==> src/rtl/ps2_host_tx.sv <==
// ps2_host_tx -- host-to-device PS/2 transmitter.
//
// Sends one command byte (LED set 0xED, reset 0xFF, typematic 0xF3, ...) to
// the keyboard. The CPU writes the byte over a simple strobe/ack bus. The
// block then drives the open-drain clock/data pull-down enables: it inhibits
// the clock, presents the start bit and shifts the frame out on device clock
// falling edges. Finally it samples the device ACK. tx_active tells the
// receive path to ignore line activity while a host transmission is running.
//
// Ports
//   io_read_clk  system/bus clock, all logic on posedge
//   rst          asynchronous, active-high reset
//   dat_i        byte to transmit on a write
//   we_i         1 = write (send byte), 0 = read status
//   stb_i        bus strobe
//   dat_o        status {4'b0, err_overrun, err_nack, err_timeout, busy}
//   ack_o        one-cycle bus acknowledge
//   ps2_clk_i    PS/2 clock as seen at the pad (asynchronous)
//   ps2_data_i   PS/2 data as seen at the pad (asynchronous)
//   ps2_clk_oe   1 = pull PS/2 clock low, 0 = release
//   ps2_data_oe  1 = pull PS/2 data low, 0 = release
//   tx_active    high whenever the transmitter is not idle
//   tx_done      one-cycle pulse after a transfer the device ACKed

module ps2_host_tx #(
  parameter int INHIBIT_CYCLES = 5000,
  parameter int TIMEOUT_CYCLES = 750000
) (
  input  logic       io_read_clk,
  input  logic       rst,
  input  logic [7:0] dat_i,
  input  logic       we_i,
  input  logic       stb_i,
  output logic [7:0] dat_o,
  output logic       ack_o,
  input  logic       ps2_clk_i,
  input  logic       ps2_data_i,
  output logic       ps2_clk_oe,
  output logic       ps2_data_oe,
  output logic       tx_active,
  output logic       tx_done
);

  localparam int MAX_CYCLES = (INHIBIT_CYCLES > TIMEOUT_CYCLES) ? INHIBIT_CYCLES : TIMEOUT_CYCLES;
  localparam int CW = $clog2(MAX_CYCLES) + 1;

  typedef enum logic [2:0] {
    S_IDLE,
    S_INHIBIT,
    S_RELCLK,
    S_SHIFT,
    S_ACKCHK,
    S_WAITIDLE
  } state_t;

  state_t        state;
  logic [7:0]    tx_byte;
  logic          parity;
  logic [3:0]    bit_cnt;
  logic [CW-1:0] inh_cnt;
  logic [CW-1:0] to_cnt;
  logic          ack_sample;
  logic          nack_seen;
  logic          err_overrun;
  logic          err_nack;
  logic          err_timeout;

  // Two-flop synchronizers. Reset to 1 because an idle PS/2 line floats high.
  logic [1:0] clk_sync;
  logic [1:0] data_sync;
  logic       clk_prev;
  logic       fall;
  logic       accept;
  logic [7:0] status;

  always_ff @(posedge io_read_clk or posedge rst) begin
    if (rst) begin
      clk_sync  <= 2'b11;
      data_sync <= 2'b11;
      clk_prev  <= 1'b1;
    end else begin
      // NOTE: non-blocking assignments let each flop take the value its
      // neighbour had before the edge, which makes this a real shift chain.
      clk_sync  <= {clk_sync[0], ps2_clk_i};
      data_sync <= {data_sync[0], ps2_data_i};
      clk_prev  <= clk_sync[1];
    end
  end

  assign fall      = clk_prev & ~clk_sync[1];
  assign accept    = stb_i & ~ack_o;
  assign tx_active = (state != S_IDLE);
  assign status    = {4'b0000, err_overrun, err_nack, err_timeout, tx_active};

  always_ff @(posedge io_read_clk or posedge rst) begin
    if (rst) begin
      state       <= S_IDLE;
      tx_byte     <= 8'h00;
      parity      <= 1'b0;
      bit_cnt     <= 4'd0;
      inh_cnt     <= '0;
      to_cnt      <= '0;
      ack_sample  <= 1'b0;
      nack_seen   <= 1'b0;
      err_overrun <= 1'b0;
      err_nack    <= 1'b0;
      err_timeout <= 1'b0;
      dat_o       <= 8'h00;
      ack_o       <= 1'b0;
      tx_done     <= 1'b0;
      ps2_clk_oe  <= 1'b0;
      ps2_data_oe <= 1'b0;
    end else begin
      ack_o   <= accept;
      tx_done <= 1'b0;

      // Read-to-clear comes first so an error raised in the same cycle
      // (later assignment below) survives the read.
      if (accept && !we_i) begin
        dat_o       <= status;
        err_overrun <= 1'b0;
        err_nack    <= 1'b0;
        err_timeout <= 1'b0;
      end
      if (accept && we_i && state != S_IDLE) err_overrun <= 1'b1;

      case (state)
        S_IDLE: begin
          ps2_clk_oe  <= 1'b0;
          ps2_data_oe <= 1'b0;
          if (accept && we_i) begin
            tx_byte    <= dat_i;
            parity     <= ~^dat_i;
            // The write cycle itself is the first inhibit cycle.
            inh_cnt    <= CW'(1);
            ps2_clk_oe <= 1'b1;
            state      <= S_INHIBIT;
          end
        end

        S_INHIBIT: begin
          // RELCLK still holds the clock low for one more cycle, so the
          // terminal count is one early to keep the total at INHIBIT_CYCLES.
          if (inh_cnt >= CW'(INHIBIT_CYCLES - 1)) begin
            ps2_data_oe <= 1'b1;
            state       <= S_RELCLK;
          end else begin
            inh_cnt <= inh_cnt + CW'(1);
          end
        end

        S_RELCLK: begin
          ps2_clk_oe <= 1'b0;
          to_cnt     <= '0;
          bit_cnt    <= 4'd0;
          state      <= S_SHIFT;
        end

        S_SHIFT: begin
          if (fall) begin
            to_cnt <= '0;
            if (bit_cnt < 4'd8)       ps2_data_oe <= ~tx_byte[bit_cnt[2:0]];
            else if (bit_cnt == 4'd8) ps2_data_oe <= ~parity;
            else if (bit_cnt == 4'd9) ps2_data_oe <= 1'b0;
            else begin
              ack_sample <= data_sync[1];
              state      <= S_ACKCHK;
            end
            if (bit_cnt != 4'd10) bit_cnt <= bit_cnt + 4'd1;
          end
        end

        S_ACKCHK: begin
          nack_seen <= ack_sample;
          if (ack_sample) err_nack <= 1'b1;
          to_cnt <= '0;
          state  <= S_WAITIDLE;
        end

        S_WAITIDLE: begin
          if (fall) to_cnt <= '0;
          if (clk_sync[1] && data_sync[1]) begin
            tx_done <= ~nack_seen;
            state   <= S_IDLE;
          end
        end

        default: state <= S_IDLE;
      endcase

      // Watchdog between device clock edges; an edge in the terminal cycle
      // wins and restarts the count instead.
      if ((state == S_SHIFT || state == S_WAITIDLE) && !fall) begin
        if (to_cnt == CW'(TIMEOUT_CYCLES - 1)) begin
          ps2_clk_oe  <= 1'b0;
          ps2_data_oe <= 1'b0;
          err_timeout <= 1'b1;
          tx_done     <= 1'b0;
          state       <= S_IDLE;
        end else begin
          to_cnt <= to_cnt + CW'(1);
        end
      end
    end
  end

endmodule

==> config.mk <==
export PLATFORM = sky130hd
export DESIGN_NAME = ps2_host_tx
export DESIGN_NICKNAME = d
export VERILOG_FILES = /design/src/rtl/ps2_host_tx.sv
export SDC_FILE = /design/constraint.sdc
export NUM_CORES = 1
export LEC_CHECK = 0
export CELL_PAD_IN_SITES_DETAIL_PLACEMENT = 0
export CELL_PAD_IN_SITES_GLOBAL_PLACEMENT = 1
export CORE_MARGIN = 5
export CORE_UTILIZATION = 30
export DETAILED_ROUTE_END_ITERATION = 16
export HOLD_SLACK_MARGIN = 0.08
export PLACE_DENSITY = 0.66
export SLEW_MARGIN = 25
export SYNTH_ARGS = -nofsm -noshare
export SYNTH_HDL_FRONTEND = slang
export SYNTH_SLANG_ARGS = --single-unit
==> constraint.sdc <==
create_clock -name io_read_clk -period 5.67 [get_ports io_read_clk]
set_clock_uncertainty 0.1 [all_clocks]
set_input_delay 1.4175 -clock io_read_clk [delete_from_list [all_inputs] [get_ports io_read_clk]]
set_output_delay 1.4175 -clock io_read_clk [all_outputs]
set_load 0.03 [all_outputs]
==> results.yml <==
detailed_routing:
  postRouteAntennaNets: 0
  drc: 0
  firstDrtPassIters: 4
  vias: 2868
  wl_per_cell_um: 13.98
  drt_iter0_drc: 185
  drt_wl_total_um: 8222
  viasPerCell: 4.878
layout:
  syn_to_final_growth_pct: 17.46
  final_cell_mix: "dfrtp_1, nand2_1, clkdlybuf4s50_1, nand3_1, a21oi_1"
  layout_commonest_cell: "dfrtp_1"
  drive_gt1_share_pct: 10.58
  diodes: 0
  fin_nets: 431
  fillers: 1336
yosys:
  synth-xor-area-share_pct: 3.768
  ys_async_sr_fraction_pct: 100.0
  synth_edf_count: 0
  syn_inst: 391
  synth-compound-area-share_pct: 15.93
  postSynthAreaPerCell_um2: 10.02
  synth_mux_area_share_pct: 2.842
  synth_top_cell_by_area: "dfrtp_1"
  synth_top_family_by_area: "simple AND/OR/NAND/NOR gates"
  synth_flop_cell: "dfrtp_1"
  synth_seq_cells: 76
  synth-simple-area-share_pct: 22.32
  synthTopCellsByArea: "dfrtp_1, nand2_1, dfstp_2, a21oi_1, nand3_1"
  seq_area_frac_synth_pct: 48.69
  ys_warn_count: 0
  syn_area_um2: 3919
  synthAdderAreaFrac_pct: 1.916
  synth_largest_type_area_fraction_pct: 45.34
  synth_cell_types: 62
floorplanning:
  row_count: 41
  dieArea_um2: 15450
  core_area_um2: 12720
  floorplan.initialDensity_pct: 30.80
  chipWidth_um: 124.3
  top_level_ports: 27
  die_y_um: 124.3
worst_setup_path:
  slowest_stage: "clkdlybuf4s50_1"
  start_kind: "flip-flop"
  critPathMaxStageDelay_ns: 0.62
  r2r-end: "inh_cnt[4]"
  reg2reg_from: "state[2]"
  regToRegSetupSlack_ns: 3.13
  crit_arrival_ns: 2.13
  crit_type: "flip-flop to output pin"
  rr_worst_depth: 5
  required_ns: 4.15
  critPathMaxFanout: 11
  worstPathCellList: "nor3_1 > inv_1 > clkdlybuf4s50_1"
  end_kind: "output pin"
cts:
  clock-sinks: 76
  postCtsSetupRepairBufs: 0
  root_buffer: "clkbuf_16"
  clk_latency_ns: 0.33
  cts_max_level: 3
  cts-hold-fix-buffers: 0
  cts_tree: "built"
  cts.clk_slew.worst_paths_ns: 0.06
  cts_inserted_buffers: 9
  clockBufferDepth: 2
  post_cts_resized: 0
sta:
  setup_viol: 0
  slew_viol_final: 0
  relSlewSlack_pct: 43.56
  timing.final.crit_period_ns: 3.651
  post-route-period-util_pct: 64.40
  rsz0062_at_grt: "false"
  fmax_ghz: 0.2739
  finalSetupTns_ns: 0
  final-hold-violation-count: 0
  worst_slew_pin_slew_ns: 0.8466
global_routing:
  grt_pass1_vias: 2923
  overflow: 0
  grt_use_total_pct: 11.23
  grt_use_met3_pct: 2.873
  grt_max_degree: 47
  grt_pass1_wl_um: 14610
  grt_most_used_layer: "met2"
  antenna_found_initial: 0
  grt_use_met2_pct: 17.81
  grt.met1_usage_pct: 14.97
placed_design:
  gp_congestion: 0.7758
  port_buffers: 22
  hpwlAfterDp_um: 5666
hold_path:
  hp-start: "data_sync[0]"
  hold_depth: 0
  whs_endpoint: "data_sync[1]"
  hp-class: "flip-flop to flip-flop"
pwr:
  power.leakage_nw: 1.975
  power_mw: 1.904
  peakVddDrop_v: 0.0002252
  power.density_nw_per_um2: 413.7
run:
  cap_violations: 0
outcome:
  outcome: "finished, final reports clean"
## per-layer routing
layer | up-vias | routed length [um]
li1 | 1439 | -
met1 | 1377 | 4006
met2 | 41 | 3807
met3 | 11 | 285
met4 | 0 | 122
met5 | - | 0
## flip-flops by register name, indices dropped and copies added, names as in the netlist, 2 cells and up
| name | count |
|---|---|
| bit_cnt | 4 |
| state | 3 |
| inh_cnt | 21 |
| to_cnt | 21 |
| clk_sync | 2 |
| dat_o | 4 |
| data_sync | 2 |
| tx_byte | 8 |
## worst max-delay path, delay by kind of cell (launching register included)
family	cells	cell delay [ns]
buf+inv	2	0.74
flops	1	0.54
simple gates	1	0.52
## through the flow
| stage | worst slack [ns] | cell area [um2] | util, % | hold WS [ns] | std cells |
|---|---|---|---|---|---|
| 4_1_cts | 1.983 | 4589 | 36.07 | 0.2567 | 588 |
| 5_1_grt | 1.872 | 4603 | 36.18 | 0.2653 | 588 |
| 3_3_place_gp | 2.154 | 4270 | 33.57 | 0.2460 | 572 |
| 3_5_place_dp | 2.127 | 4270 | 33.57 | 0.2482 | 572 |
| 2_1_floorplan | 2.222 | 3930 | - | 0.2452 | 394 |
| 6_report | 2.019 | 4603 | 36.18 | 0.2550 | 588 |
## power breakdown
part	total (mW)	switching [mW]	leakage, nW	internal [mW]
logic	0.513	0.302	0.841	0.211
clock network	0.622	0.222	0.154	0.400
registers	0.769	0.118	0.979	0.651
total	1.90	0.643	1.97	1.26
## synth_stat cells (all sizes together), types with 6 or more instances
cell    count
dfrtp      71
nand2      58
a21oi      21
nand3      21
o21ai      20
inv        17
nor2       17
buf        14
and2       13
xnor2      11
nand4       9
a21o        8
o31ai       8
and3        7
o211ai      7
ha          6
## kinds of logic (layout without fill, tap and decap cells)
| logic type | count (synthesis) | after routing |
|---|---|---|
| muxes | 8 | 8 |
| other | 1 | 4 |
| AOI/OAI and AO/OA | 88 | 88 |
| and+or+nand+nor | 161 | 161 |
| xor gates and xnor gates | 16 | 16 |
| buffers and inverters | 35 | 57 |
| DFF | 76 | 76 |
| adders and majority gates | 6 | 6 |
## worst max path at each step
stage	cells after the start	end	slack (ns)	start
6_report	3	tx_active	2.02	state[2]
5_1_grt	3	tx_active	1.87	state[2]
4_1_cts	3	tx_active	1.98	state[2]
3_5_place_dp	6	inh_cnt[4]	2.13	stb_i
3_3_place_gp	6	inh_cnt[4]	2.15	stb_i
2_1_floorplan	1	ack_o	2.22	rst
## cell type report
class / count / area [um2] / area share [%]
tap: 172 / 215.2 / 4.675
inverter: 17 / 65.06 / 1.413
clock buffer: 13 / 250.2 / 5.436
clock inverter: 3 / 68.82 / 1.495
multi-input combinational: 283 / 1861 / 40.42
timing repair buffer: 24 / 235.2 / 5.110
sequential: 76 / 1908 / 41.45
(Power assumes the default switching activity.)
